File: config.mk
export PLATFORM = sky130hd
export DESIGN_NAME = inst_queue
export DESIGN_NICKNAME = d
export VERILOG_FILES = /design/src/rtl/inst_queue.sv
export SDC_FILE = /design/constraint.sdc
export NUM_CORES = 1
export LEC_CHECK = 0
export BUFFER_PORTS_ARGS = -buffer_cell sky130_fd_sc_hd__buf_2
export CORE_UTILIZATION = 31
export DETAILED_ROUTE_END_ITERATION = 12
export GPL_ROUTABILITY_DRIVEN = 0
export GPL_TIMING_DRIVEN = 1
export HOLD_SLACK_MARGIN = 0.12
export SYNTH_ARGS = -nofsm -noshare
export SYNTH_HDL_FRONTEND = slang
export SYNTH_SLANG_ARGS = --single-unit
File: constraint.sdc
create_clock -name clock -period 16.14 [get_ports clock]
set_input_delay 3.228 -clock clock [delete_from_list [all_inputs] [get_ports clock]]
set_output_delay 3.228 -clock clock [all_outputs]
set_load 0.02 [all_outputs]
File: src/rtl/inst_queue.sv
// In-order fetch-to-decode instruction queue with enqueue-time branch/jal predecode.
// Single-cycle flush clears both pointers; entry contents are left as they are.
module inst_queue #(
    parameter int DEPTH = 4
) (
    input  logic        clock,
    input  logic        reset,
    input  logic        flush,
    input  logic        in_valid,
    output logic        in_ready,
    input  logic [31:0] in_pc,
    input  logic [31:0] in_inst,
    output logic        out_valid,
    input  logic        out_ready,
    output logic [31:0] out_pc,
    output logic [31:0] out_inst,
    output logic [31:0] out_pred_npc,
    output logic        out_pred_taken
);
    localparam int AW = (DEPTH > 1) ? $clog2(DEPTH) : 1;
    localparam logic [AW:0] PTR_ONE = {{AW{1'b0}}, 1'b1};

    logic [AW:0]   r_wr_ptr;
    logic [AW:0]   r_rd_ptr;
    logic [31:0]   r_pc    [DEPTH];
    logic [31:0]   r_inst  [DEPTH];
    logic [31:0]   r_npc   [DEPTH];
    logic          r_taken [DEPTH];

    logic          w_empty;
    logic          w_full;
    logic          w_enq;
    logic          w_deq;
    logic [4:0]    w_opcode;
    logic [31:0]   w_imm_b;
    logic [31:0]   w_imm_j;
    logic [31:0]   w_pred_npc;
    logic          w_pred_taken;

    assign w_empty = (r_wr_ptr == r_rd_ptr);
    assign w_full  = (r_wr_ptr[AW-1:0] == r_rd_ptr[AW-1:0]) && (r_wr_ptr[AW] != r_rd_ptr[AW]);

    // in_ready is a pure function of the pointers, so out_ready never reaches it
    assign in_ready  = ~w_full;
    assign out_valid = ~w_empty & ~flush;

    assign w_enq = in_valid & ~w_full & ~flush;
    assign w_deq = out_valid & out_ready;

    assign w_opcode = in_inst[6:2];
    assign w_imm_b  = {{19{in_inst[31]}}, in_inst[31], in_inst[7], in_inst[30:25], in_inst[11:8], 1'b0};
    assign w_imm_j  = {{11{in_inst[31]}}, in_inst[31], in_inst[19:12], in_inst[20], in_inst[30:21], 1'b0};

    // Static prediction: backward branches taken, forward not taken, jal always taken
    always_comb begin
        w_pred_npc   = in_pc + 32'd4;
        w_pred_taken = 1'b0;
        case (w_opcode)
            5'b11000: begin
                if (in_inst[31]) begin
                    w_pred_npc   = in_pc + w_imm_b;
                    w_pred_taken = 1'b1;
                end
            end
            5'b11011: begin
                w_pred_npc   = in_pc + w_imm_j;
                w_pred_taken = 1'b1;
            end
            default: ;
        endcase
    end

    always_ff @(posedge clock or posedge reset) begin
        if (reset) begin
            r_wr_ptr <= '0;
            r_rd_ptr <= '0;
        end else if (flush) begin
            r_wr_ptr <= '0;
            r_rd_ptr <= '0;
        end else begin
            if (w_enq) r_wr_ptr <= r_wr_ptr + PTR_ONE;
            if (w_deq) r_rd_ptr <= r_rd_ptr + PTR_ONE;
        end
    end

    genvar gi;
    generate
        for (gi = 0; gi < DEPTH; gi++) begin : g_entry
            always_ff @(posedge clock or posedge reset) begin
                if (reset) begin
                    r_pc[gi]    <= '0;
                    r_inst[gi]  <= '0;
                    r_npc[gi]   <= '0;
                    r_taken[gi] <= 1'b0;
                end else if (w_enq && (r_wr_ptr[AW-1:0] == AW'(gi))) begin
                    r_pc[gi]    <= in_pc;
                    r_inst[gi]  <= in_inst;
                    r_npc[gi]   <= w_pred_npc;
                    r_taken[gi] <= w_pred_taken;
                end
            end
        end
    endgenerate

    assign out_pc         = r_pc[r_rd_ptr[AW-1:0]];
    assign out_inst       = r_inst[r_rd_ptr[AW-1:0]];
    assign out_pred_npc   = r_npc[r_rd_ptr[AW-1:0]];
    assign out_pred_taken = r_taken[r_rd_ptr[AW-1:0]];

endmodule

==> run metrics <==
number of flops mapped to enable cells by yosys 0; final hold vios 0; syn nets 2379; Max rail drop VDD just under 0.00009 V; max-slew violation count 0; register area share after synthesis a little under half; CP Launch Type input pin; core area 0.06751 mm^2; WL/cell roughly 21 um; Ys Warns 0; vias 17.35k; DP HPWL about 44000 um; Synth Area in Adders 3.073%; Synth area leader dfrtp_1; Lkg Pwr 11.40 nW; multiplexer area fraction after synthesis 12.94%; largest cells by area after synthesis dfrtp_1 (46%), nand2_1 (15%), mux4_2 (10%); number of max-cap violations 0; most common cell after layout, fill and taps aside nand2_1; antenna-violating nets left 0; global-route wire length before repair about 100000 um; Total Nets Final approximately 2.5k; complex-gate fraction of the synthesized area roughly 11%; fraction of the mapped netlist area in simple logic gates about a fifth; CP Max Fanout 8; RSZ-0062 raised after global routing false; CTS Sinks 390; drt initial violations between 1k and 1.5k; Worst EP arrival 3.79 ns; ys flop type dfrtp_1; Netlist cell types 88; clock skew about 0.015 ns; Yosys reg bits 390; Crit Path Class in2out; cts repair resizes 0; Hold WS approximately 0.47 ns; Synth Cell Area around 0.021 mm^2; root buffer cell clkbuf_16; hold buffers post-CTS 0; Setup Viol. Count Final 0; # diodes 0; postcts setup bufs 0; largest family of logic cells by synthesized area simple AND/OR/NAND/NOR gates; syn_area_per_cell roughly 9.4 um^2; Tmin final between 7 and 8 ns; ys async rst share 100.0%; Residual DRC 0; Total Routed Length roughly 68000 um; Final period util around 44%; I/O Pins 168; setup_tns 0 ns; vias in the first global route 17.44k; Port Buf Inserts 167; register area about 0.0098 mm^2; gr usage total 19.47%; most frequent cells in the layout nand2_1 (840), dfrtp_1 (388), buf_2 (167); top cell type's share of synthesized area a little under half; Worst setup EP type output port; Rows 95; XOR/XNOR Fraction of Synth Area under 10%; Reg2Reg Depth 7; Clk Latency, worst-skew pair approximately 0.6 ns; Initial Utilization 31.48%; Die Y ~260 um; average vias per placed instance ~5.3; Hold Path Cell Cnt 2; router iterations before antenna repair 8; Syn Inst Count around 2.3k; die outline width 263.8 um; grt total ovfl 0; CTS buffer count 45; die area between 0.06 and 0.07 mm^2; initial antenna violation count 11; HP Class reg2reg; CTS tree done; Peak Freq around 140 MHz; outcome finished, final reports clean; WP data required between 10 and 15 ns; power per cell area 144.4 mW/mm^2; maximum buffer depth of the clock tree 3; layout cells sized above 1 between 10% and 20%; clk slew on worst S/H paths approximately 0.06 ns; # fillers 6754; H-tree Lvls 2; Worst-Margin Slew roughly 1.0 ns; area delta synth->final 13.83%; multi-input logic area around 0.011 mm^2; Worst slew margin between 30% and 40%; largest net degree at the start of global routing 173
-- logic make-up (layout without fill, tap and decap cells) --
group                    count (synthesis)  count (layout)
AO/OA/AOI/OAI                          353             353
XOR/XNOR                                54              54
adder cells (fa/ha/maj)                 51              51
buffers and inverters                  168             289
flip-flops                             390             390
multiplexers                           148             148
AND/OR/NAND/NOR                       1095            1095
-- sequential cells by signal, summed over array words and instances (netlist names) --
signal	count
r_wr_ptr	3
r_rd_ptr	3
r_pc	128
r_inst	128
r_npc	124
r_taken	4
-- power by group --
group / switching (mW) / leakage, nW / internal (mW) / total, mW
logic: 0.578 / 5.68 / 0.425 / 1.00
clock network: 0.432 / 0.766 / 0.626 / 1.06
registers: 0.163 / 4.96 / 1.27 / 1.43
-- per-layer routing --
layer | track usage [%] | part of all wire, %
met5 | 0 | 0.20
met4 | 8.580 | 4.5
met3 | 3.943 | 6.6
met2 | 31.68 | 47
met1 | 25.04 | 42
-- path summary, 6_finish.rpt --
path,start,end,slack (ns)
max,flush,out_valid,9.12
max in group asynchronous,reset,r_inst[61]$_DFFE_PP0P_,11.18
min in group asynchronous,reset,r_rd_ptr[0]$_DFFE_PP0P_,2.67
min,r_inst[57]$_DFFE_PP0P_,r_inst[57]$_DFFE_PP0P_,0.47
max reg2reg,r_rd_ptr[1]$_DFFE_PP0P_,r_npc[78]$_DFFE_PP0P_,11.83
min reg2reg,r_inst[57]$_DFFE_PP0P_,r_inst[57]$_DFFE_PP0P_,0.47
-- layout make-up --
class,count,area share (%)
clock inverter,13,0.7137
tap,873,4.515
sequential,390,40.37
timing repair buffer,186,4.096
inverter,19,0.3258
clock buffer,71,5.720
multi-input combinational,1701,44.26
-- Yosys cell counts, types with 14 or more instances --
| library cell | n |
|---|---|
| xor2_1 | 25 |
| dfrtp_1 | 390 |
| clkbuf_1 | 68 |
| ha_1 | 49 |
| a21oi_1 | 75 |
| nor3_1 | 19 |
| nand3_1 | 38 |
| mux4_2 | 96 |
| inv_1 | 19 |
| buf_2 | 46 |
| xnor2_1 | 29 |
| and2_1 | 14 |
| mux2_2 | 44 |
| nand2_1 | 844 |
| a31oi_1 | 34 |
| nor2_1 | 104 |
| o21ai_0 | 97 |
| a21o_1 | 21 |
-- metrics by stage --
stage	cells	util, %	power [mW]	setup WS, ns	instance area (um^2)
3_5_place_dp	3169	33.53	2.462	9.116	22640
2_1_floorplan	2259	-	2.136	2.071	21250
3_3_place_gp	3169	33.53	2.409	9.115	22640
5_1_grt	3253	35.83	3.699	9.091	24190
4_1_cts	3253	35.83	3.536	9.117	24190
6_report	3253	35.83	3.493	9.118	24190
-- worst max-delay path: stages --
cell and delay (ns):
buf_2 0.14, o21ba_2 0.26, buf_2 0.16
Note: power is estimated with default switching activity, not from simulation.
